$ cat src/rtl/divider_pkg.sv
// ---------------------------------------------------------------------------
// divider_pkg: shared state encoding, modulus floor and clamp helper.
// Rev 1.0
// ---------------------------------------------------------------------------
`default_nettype none

package divider_pkg;

    typedef enum logic [1:0] {
        ST_IDLE  = 2'd0,
        ST_RUN   = 2'd1,
        ST_PAUSE = 2'd2
    } state_e;

    localparam int unsigned MIN_MOD = 2;

    function automatic int unsigned clamp_mod(input int unsigned m);
        return (m < MIN_MOD) ? MIN_MOD : m;
    endfunction

endpackage

`default_nettype wire

$ cat src/rtl/divider_controller_if.sv
// ---------------------------------------------------------------------------
// divider_controller_if: control, config handshake and status bundle.
// Rev 1.0
// ---------------------------------------------------------------------------
`default_nettype none

interface divider_controller_if #(
    parameter int WIDTH = 3
);
    logic             start_i;
    logic             stop_i;
    logic             cfg_valid_i;
    logic [WIDTH-1:0] cfg_mod_i;
    logic             cfg_ready_o;
    logic [WIDTH-1:0] count_o;
    logic             tick_o;
    logic             out_o;
    logic             busy_o;
    logic [1:0]       state_o;

    modport master (
        output start_i, stop_i, cfg_valid_i, cfg_mod_i,
        input  cfg_ready_o, count_o, tick_o, out_o, busy_o, state_o
    );

    modport slave (
        input  start_i, stop_i, cfg_valid_i, cfg_mod_i,
        output cfg_ready_o, count_o, tick_o, out_o, busy_o, state_o
    );
endinterface

`default_nettype wire

$ cat src/rtl/wrap_counter.sv
// ---------------------------------------------------------------------------
// wrap_counter: enable/clear counter that wraps to 0 after mod-1.
// Rev 1.0
// ---------------------------------------------------------------------------
`default_nettype none

module wrap_counter #(
    parameter int WIDTH = 3
) (
    input  logic             clk_i,
    input  logic             rst_ni,
    input  logic             en_i,
    input  logic             clr_i,
    input  logic [WIDTH-1:0] mod_i,
    output logic [WIDTH-1:0] count_o,
    output logic             wrap_o
);
    logic [WIDTH-1:0] count_q;
    logic [WIDTH-1:0] count_d;
    logic             w_last;

    assign w_last = (count_q == (mod_i - WIDTH'(1)));
    assign wrap_o = en_i & w_last;

    // Clear dominates so the controller can resync count on any state change.
    always_comb begin
        count_d = count_q;
        if (clr_i) begin
            count_d = '0;
        end else if (en_i) begin
            count_d = w_last ? '0 : (count_q + WIDTH'(1));
        end
    end

    always_ff @(posedge clk_i or negedge rst_ni) begin
        if (!rst_ni) begin
            count_q <= '0;
        end else begin
            count_q <= count_d;
        end
    end

    assign count_o = count_q;

endmodule

`default_nettype wire

$ cat src/rtl/divider_controller.sv
// ---------------------------------------------------------------------------
// divider_controller: IDLE/RUN/PAUSE clock divider with shadowed modulus.
// Rev 1.0
// ---------------------------------------------------------------------------
`default_nettype none

module divider_controller
    import divider_pkg::*;
#(
    parameter int WIDTH       = 3,
    parameter int DEFAULT_MOD = 6
) (
    input  logic                 clk_i,
    input  logic                 rst_ni,
    divider_controller_if.slave  bus
);
    state_e           state_q;
    logic             out_q;
    logic             busy_q;
    logic             pending_q;
    logic [WIDTH-1:0] mod_q;
    logic [WIDTH-1:0] shadow_q;

    logic [WIDTH-1:0] w_count;
    logic             w_wrap;
    logic             w_is_idle;
    logic             w_is_run;
    logic             w_is_pause;
    logic             w_cfg_ready;
    logic             w_cfg_acc;
    logic [WIDTH-1:0] w_cfg_mod;
    logic             w_run_to_pause;
    logic             w_apply;
    logic [WIDTH-1:0] w_apply_mod;
    logic             w_range_clr;
    logic             w_start_run;
    logic             w_en;
    logic             w_clr;

    assign w_is_idle   = (state_q == ST_IDLE);
    assign w_is_run    = (state_q == ST_RUN);
    assign w_is_pause  = (state_q == ST_PAUSE);

    assign w_cfg_ready = !pending_q;
    assign w_cfg_acc   = bus.cfg_valid_i & w_cfg_ready;
    assign w_cfg_mod   = WIDTH'(clamp_mod(32'(bus.cfg_mod_i)));

    assign w_run_to_pause = w_is_run & bus.stop_i;

    // Immediate modulus load: outside RUN, or when leaving RUN for PAUSE
    // (a pending shadow value takes priority on that edge).
    assign w_apply     = (w_run_to_pause & pending_q)
                       | (w_cfg_acc & (!w_is_run | w_run_to_pause));
    assign w_apply_mod = pending_q ? shadow_q : w_cfg_mod;
    assign w_range_clr = w_apply & (w_count >= w_apply_mod);

    assign w_start_run = w_is_idle & bus.start_i & !bus.stop_i;
    assign w_en        = w_is_run & !bus.stop_i;
    assign w_clr       = w_start_run
                       | (w_is_pause & bus.stop_i)
                       | !(w_is_idle | w_is_run | w_is_pause)
                       | w_range_clr;

    wrap_counter #(
        .WIDTH (WIDTH)
    ) u_wrap_counter (
        .clk_i   (clk_i),
        .rst_ni  (rst_ni),
        .en_i    (w_en),
        .clr_i   (w_clr),
        .mod_i   (mod_q),
        .count_o (w_count),
        .wrap_o  (w_wrap)
    );

    always_ff @(posedge clk_i or negedge rst_ni) begin
        if (!rst_ni) begin
            state_q   <= ST_IDLE;
            out_q     <= 1'b0;
            busy_q    <= 1'b0;
            pending_q <= 1'b0;
            mod_q     <= WIDTH'(DEFAULT_MOD);
            shadow_q  <= WIDTH'(DEFAULT_MOD);
        end else begin
            case (state_q)
                ST_IDLE: begin
                    if (bus.start_i && !bus.stop_i) begin
                        state_q <= ST_RUN;
                        busy_q  <= 1'b1;
                    end
                end
                ST_RUN: begin
                    if (bus.stop_i) begin
                        state_q <= ST_PAUSE;
                    end else if (w_wrap) begin
                        out_q <= !out_q;
                    end
                end
                ST_PAUSE: begin
                    if (bus.stop_i) begin
                        state_q <= ST_IDLE;
                        busy_q  <= 1'b0;
                        out_q   <= 1'b0;
                    end else if (bus.start_i) begin
                        state_q <= ST_RUN;
                    end
                end
                default: begin
                    state_q <= ST_IDLE;
                    busy_q  <= 1'b0;
                    out_q   <= 1'b0;
                end
            endcase

            if (w_apply) begin
                mod_q     <= w_apply_mod;
                pending_q <= 1'b0;
            end else if (w_wrap && pending_q) begin
                mod_q     <= shadow_q;
                pending_q <= 1'b0;
            end

            // Mid-period config waits in the shadow until the next wrap.
            if (w_cfg_acc && w_en) begin
                shadow_q  <= w_cfg_mod;
                pending_q <= 1'b1;
            end
        end
    end

    assign bus.cfg_ready_o = w_cfg_ready;
    assign bus.count_o     = w_count;
    assign bus.tick_o      = w_is_run & (w_count == (mod_q - WIDTH'(1)));
    assign bus.out_o       = out_q;
    assign bus.busy_o      = busy_q;
    assign bus.state_o     = state_q;

endmodule

`default_nettype wire

$ cat src/flat_wrapper.sv
// flat-port wrapper written by rule: the top's interface ports become plain ports
module divider_controller_flat import divider_pkg::*;
#(
    parameter int WIDTH       = 3,
    parameter int DEFAULT_MOD = 6
)
  (clk_i, rst_ni, bus_start_i, bus_stop_i, bus_cfg_valid_i, bus_cfg_mod_i, bus_cfg_ready_o, bus_count_o, bus_tick_o, bus_out_o, bus_busy_o, bus_state_o);
  divider_controller_if #(.WIDTH(WIDTH)) bus_i ();
  input  logic clk_i;
  input  logic rst_ni;
  input wire logic [$bits(bus_i.start_i)-1:0] bus_start_i;
  input wire logic [$bits(bus_i.stop_i)-1:0] bus_stop_i;
  input wire logic [$bits(bus_i.cfg_valid_i)-1:0] bus_cfg_valid_i;
  input wire logic [$bits(bus_i.cfg_mod_i)-1:0] bus_cfg_mod_i;
  output wire logic [$bits(bus_i.cfg_ready_o)-1:0] bus_cfg_ready_o;
  output wire logic [$bits(bus_i.count_o)-1:0] bus_count_o;
  output wire logic [$bits(bus_i.tick_o)-1:0] bus_tick_o;
  output wire logic [$bits(bus_i.out_o)-1:0] bus_out_o;
  output wire logic [$bits(bus_i.busy_o)-1:0] bus_busy_o;
  output wire logic [$bits(bus_i.state_o)-1:0] bus_state_o;
  assign bus_i.start_i = bus_start_i;
  assign bus_i.stop_i = bus_stop_i;
  assign bus_i.cfg_valid_i = bus_cfg_valid_i;
  assign bus_i.cfg_mod_i = bus_cfg_mod_i;
  assign bus_cfg_ready_o = bus_i.cfg_ready_o;
  assign bus_count_o = bus_i.count_o;
  assign bus_tick_o = bus_i.tick_o;
  assign bus_out_o = bus_i.out_o;
  assign bus_busy_o = bus_i.busy_o;
  assign bus_state_o = bus_i.state_o;
  divider_controller #(.WIDTH(WIDTH), .DEFAULT_MOD(DEFAULT_MOD)) u_core (.clk_i(clk_i), .rst_ni(rst_ni), .bus(bus_i));
endmodule
$ cat config.mk
export PLATFORM = sky130hd
export DESIGN_NAME = divider_controller_flat
export DESIGN_NICKNAME = d
export VERILOG_FILES = /design/src/rtl/divider_pkg.sv /design/src/rtl/divider_controller_if.sv /design/src/rtl/wrap_counter.sv /design/src/rtl/divider_controller.sv /design/src/flat_wrapper.sv
export SDC_FILE = /design/constraint.sdc
export NUM_CORES = 1
export LEC_CHECK = 0
export ABC_CLOCK_PERIOD_IN_PS = 2210
export BUFFER_PORTS_ARGS = -buffer_cell sky130_fd_sc_hd__buf_4
export CELL_PAD_IN_SITES_DETAIL_PLACEMENT = 1
export CELL_PAD_IN_SITES_GLOBAL_PLACEMENT = 1
export CORE_MARGIN = 5
export CORE_UTILIZATION = 41
export DETAILED_ROUTE_END_ITERATION = 10
export PLACE_DENSITY_LB_ADDON = 0.1
export SYNTH_ARGS = -nofsm -noshare
export SYNTH_HDL_FRONTEND = slang
export SYNTH_SLANG_ARGS = --single-unit
$ cat constraint.sdc
create_clock -name clk_i -period 2.21 [get_ports clk_i]
set_input_delay 0.3315 -clock clk_i [delete_from_list [all_inputs] [get_ports clk_i]]
set_output_delay 0.3315 -clock clk_i [all_outputs]
set_load 0.05 [all_outputs]
Word-level counts from Yosys, hierarchy flattened

Cells that the tools add are included.

Bits in registers: 14
Input bits: 8
Output and inout bits: 9

$add $sub $neg: 2
$lt $le $gt $ge: 2
Equality and inequality tests: 9
Multiplexer cells: 21
Bitwise logic cells: 20
Reduce and logical (&&, ||, !) cells: 15

Operators with widths:

| kind                  | number |
|---|---|
| $mux W3               | 7 |
| $and A1 B1 Y1         | 11 |
| $mux W2               | 4 |
| $ne A2 B2 Y1 const B  | 4 |
| $mux W1               | 7 |
| $or A1 B1 Y1          | 7 |
| $pmux W1 S3           | 2 |
| $pmux W2 S3           | 1 |
| $reduce_and A3 Y1     | 2 |
| $logic_not A1 Y1      | 5 |
| $reduce_and A4 Y1     | 1 |
| $reduce_bool A2 Y1    | 2 |
| $add A3 B1 Y3 const B | 1 |
| $eq A3 B3 Y1          | 1 |
| $ge A3 B3 Y1          | 1 |
| $logic_and A1 B1 Y1   | 3 |
| $lt A3 B2 Y1 const B  | 1 |
| $ne A3 B3 Y1 const B  | 1 |
| $reduce_bool A3 Y1    | 1 |
| $sub A3 B1 Y3 const B | 1 |
| $eq A2 B1 Y1 const B  | 1 |
| $eq A2 B2 Y1 const B  | 1 |
| $logic_not A2 Y1      | 1 |
| $ne A2 B1 Y1 const B  | 1 |
| $not A1 Y1            | 2 |

Logic depth before layout (Yosys ltp)

Depth after elaboration: 8
Depth in mapped cells: 7

Modules after synthesis

A second synthesis with hierarchy kept.

Cells, all modules: 99
Area, all modules: 987.2 um2

By module, submodules not included:

| module             | times used | cells each | area an instance (um2) | seq. area each (um2) |
|---|---|---|---|---|
| divider_controller | 1          | 77         | 748.2                  | 280.3 |
| wrap_counter       | 1          | 22         | 239.0                  | 75.1 |

Worst setup path before layout

OpenSTA, ideal clock, no wires.

Kind: register -> output
From: register u_core.u_wrap_counter.count_q[2], in the netlist u_core.u_wrap_counter.count_o[2]
To: output bus_tick_o
Arrival time: 1.924 ns
Data required time: 1.879 ns
Setup slack: -0.046 ns
Stages on the path, launching flop included: 4
Buffers on the path: 0
Cell sequence: dfrtp_1 xnor3_1 nand3_1 nor2_1

Word-level cells in the longest chain between the ends: 2

RTL lines:

| item                   | line                      | source |
|---|---|---|
| from (decl)            | wrap_counter.sv:18        | `logic [WIDTH-1:0] count_q;` |
| from (signal assigned) | wrap_counter.sv:39        | `count_q <= count_d;` |
| $eq A3 B3 Y1           | divider_controller.sv:133 | `assign bus.tick_o = w_is_run & (w_count == (mod_q - WIDTH'(1)));` |
| $and A1 B1 Y1          | divider_controller.sv:133 |  |
| to (decl)              | flat_wrapper.sv:17        | `output wire logic [$bits(bus_i.tick_o)-1:0] bus_tick_o;` |

Every way passes these cells.

Final worst setup path

From: register u_core.mod_q[1]
To: output bus_tick_o

Word-level cells in the longest chain between the ends: 3

RTL lines:

| item                   | line                      | source |
|---|---|---|
| from (decl)            | divider_controller.sv:21  | `logic [WIDTH-1:0] mod_q;` |
| from (signal assigned) | divider_controller.sv:82  | `mod_q <= WIDTH'(DEFAULT_MOD);` |
| from (signal assigned) | divider_controller.sv:116 | `mod_q <= w_apply_mod;` |
| from (signal assigned) | divider_controller.sv:119 | `mod_q <= shadow_q;` |
| $sub A3 B1 Y3          | divider_controller.sv:133 |  |
| $eq A3 B3 Y1           | divider_controller.sv:133 |  |
| $and A1 B1 Y1          | divider_controller.sv:133 |  |

Every way passes these cells.

==> run summary <==
Top delay family on crit path: flip-flops
Die Ht: 56.4 um
total power: 912 uW
per-instance average area after synthesis: 10.1 um^2
crit path cell chain: inv_1 -> ha_1 -> xor2_2 -> nand3_2 -> nor2_2 -> buf_6
Max FO, Critical Path: 3
final setup violation count: 0
Remaining DRCs: 0
Antenna diodes: 0
RSZ-0062 raised after global routing: no
Reg2Reg Depth: 6
leading area contributor after synthesis: dfrtp_1
Layout area overhead: 25.6%
GRT Residual Overflow: 0
peak supply drop: 0.507 mV
initial core utilization: 44.0%
final RePlAce weighted congestion: 0.790
Setup TNS: 0 ns
Yosys top cell area share: 28.4%
Worst Setup Start Kind: flip-flop
Tmin final: 2.08 ns
max_cap viols: 0
worst r2r src: u_core.pending_q
synthesized cell area: 881 um^2
dpl hpwl: 1680 um
period utilization: 94.2%
Syn Inst Count: 87
slowest cell delay on critical path: 0.54 ns
Worst Hold Depth: 2
# rows: 16
status: finished clean
PortBufs: 16
CTS tree: done
CTS sink cnt: 14
largest net degree at the start of global routing: 15
highest clock rate: 480 MHz
Inserted Clock Buffers: 3
core area: 0.00200 mm^2
initial antenna violation count: 0
WP buf/inv: 2
# fillers: 231
top cells by area, synth: dfrtp_1 (28%), dfstp_2 (12%), ha_1 (7.1%), nand2b_1 (4.3%), mux2_2 (3.8%)
Clock Path Buffers: 2
Post-synth top flop: dfrtp_1
hold path start: bus_stop_i
Pleak: 0.514 nW
Worst-path clk slew: 0.09 ns
layout cells sized above 1: 32.1%
Root Driver: clkbuf_4
WL/cell: 15.7 um
EDFF count, synth: 0
final count of hold timing violations: 0
GRT Total Usage: 15.2%
max-slew violations: 0
Die Width: 56.4 um
via count: 735
total length of routed wires: 2130 um
IO Count: 17
critical path capture point type: output port
Rel. slew slack: 56.7%
first-pass GRT wire length: 3800 um
PnR worst setup slack: 0.128 ns
Synth warnings: 0
type of the worst min-delay path: input pin to flip-flop
Required @ worst endpoint: 1.88 ns
flop2flop setup slack: 0.25 ns
Slew @ Worst Pin: 0.649 ns
Clk Latency, worst-skew pair: 0.28 ns
Post-DRT Antenna Nets: 0
Post-synth ARST share: 100%
clk_skew: 0.000209 ns
Reg-to-Reg End: u_core.u_wrap_counter.count_o[0]
Slowest-stage cell, CP: dfstp_2
Seq cells post-synth: 14
H-tree depth: 1
Place WS: 0.179 ns
vias in the first global route: 833
die area: 0.00318 mm^2
Final nets: 123
critical setup path kind: flip-flop to output port
Via density: 5.40
Yosys cell types: 33
Power per Cell Area: 824 mW/mm^2
sequential share of the synthesized area: 40.3%
arrival time worst endpoint: 1.75 ns
syn nets: 100
initial drt markers: 4
worst hold path endpoint: u_core.bus.state_o[0]
drt first pass iters: 2
## routing by layer
metal	global-route usage (%)	wire (um)	up-vias
met5	0	0	-
met2	24.7	1040	9
met4	6.78	10	0
met3	2.75	50	2
met1	19.5	1040	364
li1	-	-	360
## placed cells by master (no fill, tap or decap), types with 2 or more instances in the layout
cell      Yosys  final
a21o_1        2      2
a21oi_1       3      3
a221o_1       2      2
a221oi_1      2      2
buf_4         0     18
clkbuf_4      0      3
dfrtp_1      10     10
dfstp_2       4      4
ha_1          5      5
inv_1         6      6
mux2_2        3      3
mux2i_1       2      2
nand2_1       6      6
nand2b_1      6      6
nand3_1       4      3
nand3b_1      2      2
nor2_1        4      3
nor2b_1       3      3
o21ai_0       6      6
## flip-flops by register name, indices dropped and copies added, names as in the netlist
| register | count |
|---|---|
| u_core.pending_q | 1 |
| u_core.shadow_q | 3 |
| u_core.bus.state_o | 2 |
| u_core.bus.busy_o | 1 |
| u_core.u_wrap_counter.count_o | 3 |
| u_core.mod_q | 3 |
| u_core.bus.out_o | 1 |
## how the worst max path moves through the flow
stage | start | to | slack, ns | depth (start not counted)
global placement | bus_cfg_mod_i[1] | u_core.u_wrap_counter.count_o[0] | 0.23 | 8
CTS | u_core.mod_q[1] | bus_tick_o | 0.03 | 6
detailed placement | bus_cfg_mod_i[1] | u_core.u_wrap_counter.count_o[0] | 0.18 | 8
finish | u_core.mod_q[1] | bus_tick_o | 0.13 | 6
floorplan | u_core.u_wrap_counter.count_o[2] | bus_tick_o | 0.16 | 3
global route | u_core.mod_q[1] | bus_tick_o | 0.02 | 6
## cell type report
type                       instances  area (um^2)  share of cell area [%]
sequential                        14          355                    32.1
inverter                           6         22.5                    2.04
clock buffer                       4         36.3                    3.28
tap                               27         33.8                    3.05
timing repair buffer              20          156                    14.1
multi-input combinational         65          502                    45.4
## power breakdown
part	switching [mW]	leakage [nW]	internal, mW
Clock	0.0861	0.0210	0.100
Sequential	0.0512	0.169	0.321
Combinational	0.202	0.325	0.151
## Yosys cell counts (2+ instances only)
master and count:
a21o_1 2, a21oi_1 3, a221o_1 2, a221oi_1 2, dfrtp_1 10, dfstp_2 4, ha_1 5, inv_1 6
mux2_2 3, mux2i_1 2, nand2_1 6, nand2b_1 6, nand3_1 4, nand3b_1 2, nor2_1 4, nor2b_1 3
o21ai_0 6, xor2_1 2
## repair_timing
action,in CTS,in global routing
endpoints found under the hold margin,10,0
endpoints found under the setup margin,1,1
hold buffers,1,0
gates resized for setup,1,2
buffers inserted,0,1
pin swaps,0,2
## logic make-up (layout without fill, tap and decap cells)
group / after synthesis / after routing / share of synthesized area, %
muxes: 5 / 5 / 6.11
AOI/OAI and AO/OA: 22 / 22 / 17.6
adders and majority gates: 5 / 5 / 7.10
DFF: 14 / 14 / 40.3
xor gates and xnor gates: 3 / 3 / 4.55
and+or+nand+nor: 30 / 30 / 19.9
buffers and inverters: 8 / 30 / 4.40
## per-stage QoR
stage          cell area (um^2)  hold slack (ns)  std cells  utilization [%]
2_1_floorplan               883           0.0359         87                -
3_3_place_gp               1040            0.192        130             51.7
3_5_place_dp               1040            0.195        130             51.7
4_1_cts                    1090            0.260        135             54.4
5_1_grt                    1110            0.269        136             55.3
6_report                   1110            0.270        136             55.3
Note: power is estimated with default switching activity, not from simulation.
